**config.mk**
```make
export PLATFORM = sky130hd
export DESIGN_NAME = fp_operand_aligner
export DESIGN_NICKNAME = d
export VERILOG_FILES = /design/src/rtl/fp_operand_aligner.sv
export SDC_FILE = /design/constraint.sdc
export NUM_CORES = 1
export LEC_CHECK = 0
export CORE_MARGIN = 4
export CORE_UTILIZATION = 43
export DETAILED_ROUTE_END_ITERATION = 8
export DONT_BUFFER_PORTS = 1
export HOLD_SLACK_MARGIN = 0.08
export SYNTH_ARGS = -nofsm -noshare
export SYNTH_HDL_FRONTEND = slang
export SYNTH_SLANG_ARGS = --single-unit
```
**constraint.sdc**
```tcl
create_clock -name clk -period 3.1 [get_ports clk]
set_input_delay 0.31 -clock clk [delete_from_list [all_inputs] [get_ports clk]]
set_output_delay 0.31 -clock clk [all_outputs]
set_load 0.02 [all_outputs]
```
**src/rtl/fp_operand_aligner.sv**
```systemverilog
// Front end of the FP adder: unpacks two single-precision operands and puts the larger exponent on A.
// It right-aligns B to A and tags the pair for the same-sign or different-sign adder.
module fp_operand_aligner #(
    parameter int EXP_W  = 8,
    parameter int FRAC_W = 23
) (
    input  logic                    clk,
    input  logic                    rst_n,
    input  logic                    in_valid,
    input  logic [EXP_W+FRAC_W:0]   OP_A,
    input  logic [EXP_W+FRAC_W:0]   OP_B,
    input  logic                    stall,
    output logic                    out_valid,
    output logic                    SIGN_A,
    output logic [FRAC_W:0]         MANTISSA_A,
    output logic                    SIGN_B,
    output logic [FRAC_W:0]         MANTISSA_B,
    output logic [EXP_W-1:0]        EXPONENT,
    output logic                    sticky,
    output logic                    diff_sign,
    output logic                    cancel,
    output logic                    special
);
    localparam int MW = FRAC_W + 1;
    localparam int W  = EXP_W + FRAC_W + 1;

    // input capture
    logic           v0;
    logic [W-1:0]   a0, b0;

    // S1 unpack
    logic [EXP_W-1:0]   ea_raw, eb_raw, ea_eff, eb_eff, dist_c;
    logic               a_den, b_den, swap_c;
    logic               v1, sa1, sb1, swap1, spec1;
    logic [MW-1:0]      ma1, mb1;
    logic [EXP_W-1:0]   ea1, eb1, dist1;

    assign ea_raw = a0[W-2 -: EXP_W];
    assign eb_raw = b0[W-2 -: EXP_W];
    assign a_den  = (ea_raw == '0);
    assign b_den  = (eb_raw == '0);
    assign ea_eff = a_den ? EXP_W'(1) : ea_raw;
    assign eb_eff = b_den ? EXP_W'(1) : eb_raw;
    // swap exactly when eA-eB is negative; equal exponents keep input order
    assign swap_c = (eb_eff > ea_eff);
    assign dist_c = swap_c ? (eb_eff - ea_eff) : (ea_eff - eb_eff);

    // S2 swap and shift
    logic               sa_sel, sb_sel;
    logic [MW-1:0]      ma_sel, mb_sel, mb_sh;
    logic [EXP_W-1:0]   e_sel;
    logic [2*MW-1:0]    wide;
    logic               sticky_c;
    logic               v2, sa2, sb2, zd2, st2, spec2;
    logic [MW-1:0]      ma2, mb2;
    logic [EXP_W-1:0]   e2;

    assign sa_sel = swap1 ? sb1 : sa1;
    assign sb_sel = swap1 ? sa1 : sb1;
    assign ma_sel = swap1 ? mb1 : ma1;
    assign mb_sel = swap1 ? ma1 : mb1;
    assign e_sel  = swap1 ? eb1 : ea1;
    assign wide   = {mb_sel, {MW{1'b0}}} >> dist1;

    always_comb begin
        mb_sh    = wide[2*MW-1:MW];
        sticky_c = |wide[MW-1:0];
        if (dist1 >= EXP_W'(MW)) begin
            mb_sh    = '0;
            sticky_c = |mb_sel;
        end
    end

    always_ff @(posedge clk or negedge rst_n) begin
        if (!rst_n) begin
            v0 <= 1'b0; a0 <= '0; b0 <= '0;
            v1 <= 1'b0; sa1 <= 1'b0; sb1 <= 1'b0; swap1 <= 1'b0; spec1 <= 1'b0;
            ma1 <= '0; mb1 <= '0; ea1 <= '0; eb1 <= '0; dist1 <= '0;
            v2 <= 1'b0; sa2 <= 1'b0; sb2 <= 1'b0; zd2 <= 1'b0; st2 <= 1'b0; spec2 <= 1'b0;
            ma2 <= '0; mb2 <= '0; e2 <= '0;
            out_valid <= 1'b0; SIGN_A <= 1'b0; MANTISSA_A <= '0; SIGN_B <= 1'b0;
            MANTISSA_B <= '0; EXPONENT <= '0; sticky <= 1'b0; diff_sign <= 1'b0;
            cancel <= 1'b0; special <= 1'b0;
        end else if (!stall) begin
            v0 <= in_valid;
            a0 <= OP_A;
            b0 <= OP_B;

            v1    <= v0;
            sa1   <= a0[W-1];
            sb1   <= b0[W-1];
            ma1   <= {~a_den, a0[FRAC_W-1:0]};
            mb1   <= {~b_den, b0[FRAC_W-1:0]};
            ea1   <= ea_eff;
            eb1   <= eb_eff;
            swap1 <= swap_c;
            dist1 <= dist_c;
            spec1 <= (ea_raw == '1) || (eb_raw == '1);

            v2    <= v1;
            sa2   <= sa_sel;
            sb2   <= sb_sel;
            ma2   <= ma_sel;
            mb2   <= mb_sh;
            e2    <= e_sel;
            zd2   <= (dist1 == '0);
            st2   <= sticky_c;
            spec2 <= spec1;

            // flags are forced low on bubbles; data fields pass through
            out_valid  <= v2;
            SIGN_A     <= sa2;
            MANTISSA_A <= ma2;
            SIGN_B     <= sb2;
            MANTISSA_B <= mb2;
            EXPONENT   <= e2;
            sticky     <= v2 & st2;
            diff_sign  <= v2 & (sa2 ^ sb2);
            cancel     <= v2 & (sa2 ^ sb2) & zd2 & (ma2 == mb2);
            special    <= v2 & spec2;
        end
    end
endmodule

```
# Yosys cells after proc, flatten, opt, wreduce, memory -nomap -nowiden
# Cells that the tools add are included.
[op_classes]
magnitude_cmp = 2
reduce_logical = 6
n_eq_ne = 3
addsub = 2
mux = 10
n_shift = 1
bitwise_logic = 8
[op_table]
columns = ["op", "n"]
rows = [
  ["24-bit 2-to-1 mux", 3],
  ["24-bit OR reduction", 2],
  ["48-bit by 8-bit right shift with 48-bit output", 1],
  ["8-bit 2-to-1 mux", 4],
  ["24-bit equality test", 1],
  ["8-bit zero test", 3],
  ["8-bit equality test (second input constant)", 2],
  ["8-bit subtractor", 2],
  ["8-bit by 5-bit >= comparator with 1-bit output (second input constant)", 1],
  ["8-bit greater-than comparator", 1],
  ["1-bit AND", 5],
  ["1-bit 2-to-1 mux", 3],
  ["1-bit NOT", 2],
  ["1-bit logical OR", 1],
  ["1-bit XOR", 1],
]
[totals]
out_inout_bits = 63
reg_bits = 267
word_cells = 64
input_bits = 68

# Logic depth before layout (Yosys ltp)
[depth]
depth_word = 4
ltp_mapped = 16
mapped_depth_nobuf = 15

# Worst setup path before layout
# No wires, ideal clock.
[synth_timing]
path_type = "register to register"
from = "register b0[30]"
to = "register dist1[7]"
arrival_time_ns = 2.837
path_slack_ns = 0.138
n_path_buf = 1
setup_time_ns = 0.125
path_stages_with_launch = 17
synth_period_minus_slack_ns = 2.962
required_ns = 2.975
path_cell_list = "dfrtp_1 -> nor4_1 -> nand2_1 -> nand2b_1 -> inv_1 -> ha_1 -> fa_1 -> nor2b_1 -> o21ai_0 -> a21oi_1 -> o21ai_0 -> buf_2 -> mux2i_1 -> o211ai_1 -> o221ai_1 -> mux2i_1 -> nor2_1"
[synth_via]
elab_chain_len = 4
word_cells_on_any_way = 6
classes_between = "add/sub: 2; order compare: 1; mux: 2; reduce/logical: 1"
[synth_lines]
columns = ["item", "line", "rtl"]
rows = [
  ["start: declaration", "29", "logic [W-1:0] a0, b0;"],
  ["start signal: assignment", "76", "v0 <= 1'b0; a0 <= '0; b0 <= '0;"],
  ["start signal: assignment", "87", "b0 <= OP_B;"],
  ["8-bit zero test (*)", "41", "assign b_den = (eb_raw == '0);"],
  ["8-bit 2-to-1 mux (*)", "43", "assign eb_eff = b_den ? EXP_W'(1) : eb_raw;"],
  ["via eb_eff[0]", "32", "logic [EXP_W-1:0] ea_raw, eb_raw, ea_eff, eb_eff, dist_c;"],
  ["8-bit subtractor / 8-bit greater-than comparator (equally long branches)", "46, 45", ""],
  ["8-bit 2-to-1 mux (*)", "46", "assign dist_c = swap_c ? (eb_eff - ea_eff) : (ea_eff - eb_eff);"],
  ["end signal: assignment", "97", "dist1 <= dist_c;"],
  ["end: declaration", "36", "logic [EXP_W-1:0] ea1, eb1, dist1;"],
]
# The timed path passes the listed nets; every way through them passes the cells marked *.
# A chain may end at the register's enable or synchronous reset.

# Worst setup path after layout
# Ends and elaborated chain as after synthesis.

==> impl_metrics.py <==
metrics = {
    "worst_setup_path": {
        "critPathCaptureType": "register",
        "worstPathRequired_ns": 3.53,
        "critPathLaunchType": "register",
        "cp_max_fo": 8,
        "worst_ep_arrival_time_ns": 3.41,
        "critical_path_class": "reg2reg",
    },
    "power_and_ir_drop": {
        "pwr-share-clk": 0.279,
        "irDropWorstVdd_v": 0.000499,
        "p_leak_nw": 7.39,
        "p_int_mw": 8.29,
        "net-switching-power_mw": 4.27,
        "p_seq_frac": 0.386,
        "pwr-share-comb": 0.334,
        "power_mw": 12.6,
        "p_sw_frac": 0.340,
        "cellPowerDensity_nw_per_um2": 725,
    },
    "synth": {
        "synth_flop_cell": "dfrtp_1",
        "synth_seq_cells": 267,
        "yosysTopAreaCell": "dfrtp_1",
        "syn_avg_cell_area_um2": 11.8,
        "syn_area_um2": 13500,
        "syn-instance-count": 1148,
        "yosysSeqAreaShare": 0.494,
        "netlist.area_leader.share": 0.494,
        "synth.net_count": 1233,
        "synthDistinctLibCells": 65,
        "synth-warning-count": 0,
        "ys_async_sr_fraction": 1.00,
        "synth-edff-count": 0,
        "synth.area.top_cells": "dfrtp_1, mux2_2, mux2i_1",
    },
    "floorplanning": {
        "die_x_um": 185,
        "rows": 64,
        "dieHeight_um": 185,
        "io_pins": 131,
        "dieArea_um2": 34300,
        "core_region_area_um2": 30800,
        "initial_utilization": 0.438,
    },
    "clocking": {
        "cts.sinks": 267,
        "cts_tree": "done",
        "ctsLongestPathBuffers": 3,
        "insertion_delay_ns": 0.55,
        "cts_made_buffers": 30,
        "postCtsHoldBufs": 212,
        "clk_pin_slew_ns": 0.06,
        "ctsHtreeMaxLevel": 1,
        "cts_root_buf": "clkbuf_16",
    },
    "timing": {
        "fmax_mhz": 335,
        "rsz0062_at_grt": "yes",
        "tightestPinTransition_ns": 0.844,
        "period_share": 0.962,
        "min_period_ns": 2.98,
        "finalSetupViolCount": 0,
        "clock_skew_ns": 0.0147,
        "hold_violations": 267,
        "timing.setup.tns_ns": 0,
        "slew_violations": 0,
        "fin_hold_ws_ns": -0.537,
        "maxSlewHeadroom": 0.435,
    },
    "grt": {
        "grt_overflow": 0,
        "grt_pass1_wl_mm": 59.8,
        "antenna_found_initial": 1,
        "grt_max_degree": 268,
        "grt_pass1_vias": 10300,
        "grt_usage": 0.220,
    },
    "place": {
        "hpwl_mm": 24.3,
        "dpl_cell_area_um2": 14000,
        "gp_congestion": 0.895,
        "dpl.cell_count": 1511,
        "numPortBuffers": 0,
    },
    "route": {
        "routed-via-count": 10000,
        "viasPerCell": 5.64,
        "drtIter0Drc": 730,
        "drt_wl_total_mm": 37.8,
        "drc": 0,
        "drtAntennaViolNets": 0,
        "drtPass1Iterations": 5,
        "wl_per_cell_um": 21.2,
    },
    "final_layout": {
        "nNetsFinal": 1448,
        "syn2layout_area_growth_pct": 28.2,
        "layout-drive-gt1-share": 0.252,
        "finish.cell_count_without_fillers": 1778,
        "diodes": 0,
        "fin_util": 0.562,
        "finalInstanceArea_um2": 17300,
    },
    "min_path": {
        "hold_class": "in2async",
    },
    "run": {
        "maxCapViolations": 0,
    },
    "run_status": {
        "status": "finished, violations left",
        "violations": "negative hold slack",
    },
}
## through the flow
stage | hold WS [ns] | setup WS, ns
floorplan | 0.0144 | 0.138
global placement | 0.0281 | 0.0300
detailed placement | 0.0286 | -0.0380
CTS | -0.557 | 0.000307
global route | -0.558 | -0.0634
finish | -0.537 | 0.119
## final cells by class
cell class                      count  area, um^2
Clock inverter                      9         106
Multi-Input combinational cell    772        6470
Inverter                           26        97.6
Fill cell                        2559       13500
Clock buffer                       42         877
Timing Repair Buffer              266        2590
Sequential cell                   267        6690
Tap cell                          396         495
## registers in the layout (all words and copies together) (netlist names), 8 cells and up
name and cells:
a0 32, eb1 8, ma2 24, MANTISSA_A 24, EXPONENT 8, e2 8, ea1 8, MANTISSA_B 24
dist1 8, mb1 24, b0 32, ma1 24, mb2 24
## cell families after synthesis
kind of cell               Yosys count  synth area share
DFF                                267             0.494
and+or+nand+nor                    236            0.0812
buffers and inverters              109            0.0355
muxes                              292             0.259
AOI/OAI and AO/OA                  197            0.0934
xor gates and xnor gates            30            0.0194
adders and majority gates           17            0.0169
## metal layers
metal | wire [um] | GRT usage
met5 | 7 | 0
met4 | 891 | 0.0534
met3 | 2310 | 0.0377
met2 | 17100 | 0.338
met1 | 17400 | 0.326
## worst paths after layout
kind                                from              to  slack [ns]  cells after the start
worst max-delay path              b0[30]        dist1[7]        0.12                     16
worst min-delay path               rst_n              v1       -0.54                      0
worst max register to register    b0[30]        dist1[7]        0.12                     16
worst min register to register  dist1[6]        dist1[6]        0.49                      2
max in group asynchronous          rst_n  MANTISSA_A[13]        3.03                      0
min in group clk                   stall             zd2        0.18                      2
## synth_stat cells (13+ instances only)
| library cell | instances |
|---|---|
| o22ai_1 | 19 |
| a22o_1 | 20 |
| buf_2 | 14 |
| a21oi_1 | 20 |
| nand4_1 | 13 |
| mux4_2 | 24 |
| mux2_2 | 192 |
| o21ai_0 | 80 |
| mux2i_1 | 62 |
| nor2_1 | 38 |
| nor3_1 | 13 |
| ha_1 | 15 |
| clkbuf_1 | 60 |
| nand2_1 | 111 |
| xnor2_1 | 23 |
| inv_1 | 23 |
| nor4_1 | 14 |
| dfrtp_1 | 267 |
## power groups by stage
| stage | sequential (mW) | clock, mW | combinational [mW] |
|---|---|---|---|
| 2_1_floorplan | 4.60 | 0 | 2.75 |
| 3_3_place_gp | 4.91 | 0 | 3.54 |
| 3_5_place_dp | 4.93 | 0 | 3.54 |
| 4_1_cts | 4.87 | 3.60 | 4.03 |
| 5_1_grt | 4.94 | 3.74 | 4.55 |
| 6_report | 4.85 | 3.51 | 4.20 |
## worst max-delay path, cell delays in order, from the launching register on
cell	delay, ns
dfrtp_1	0.39
nor4_2	0.26
nand2_1	0.11
nand2b_1	0.12
inv_2	0.05
ha_4	0.16
fa_2	0.40
nor2b_2	0.14
o21ai_2	0.07
a21oi_2	0.15
o21ai_2	0.07
buf_6	0.15
mux2i_4	0.21
o2bb2ai_4	0.15
o221ai_2	0.17
mux2i_1	0.21
nor2_1	0.06
## layout by cell type (no fill, tap or decap), types with 4 or more instances in the layout
| cell type | synthesis | routed |
|---|---|---|
| dfrtp_1 | 267 | 265 |
| dlygate4sd3_1 | 0 | 211 |
| mux2_2 | 192 | 192 |
| nand2_1 | 111 | 111 |
| o21ai_0 | 80 | 78 |
| mux2i_1 | 62 | 57 |
| buf_4 | 1 | 48 |
| nor2_1 | 38 | 38 |
| clkbuf_16 | 0 | 31 |
| mux4_2 | 24 | 24 |
| xnor2_1 | 23 | 23 |
| inv_1 | 23 | 22 |
| a22o_1 | 20 | 20 |
| a21oi_1 | 20 | 19 |
| o22ai_1 | 19 | 19 |
| ha_1 | 15 | 14 |
| nand4_1 | 13 | 13 |
| nor3_1 | 13 | 13 |
| nor4_1 | 14 | 12 |
| a31oi_1 | 9 | 9 |
| mux2_1 | 8 | 8 |
| nor2b_1 | 9 | 8 |
| nand2b_1 | 8 | 8 |
| xor2_1 | 7 | 7 |
| nand3_1 | 7 | 7 |
| mux2_4 | 6 | 6 |
| clkbuf_8 | 0 | 6 |
| a211oi_1 | 5 | 5 |
| or4_1 | 5 | 5 |
| clkbuf_1 | 60 | 5 |
| o211ai_1 | 4 | 4 |
| a22oi_1 | 4 | 4 |
| and2_1 | 4 | 4 |
| clkinv_2 | 0 | 4 |
## repair_timing
item,4_1_cts,5_1_grt
pin swaps,2,7
endpoints found under the setup margin,2,6
buffers inserted,0,4
hold endpoints to repair,528,267
resized for setup,3,23
(Power assumes the default switching activity.)
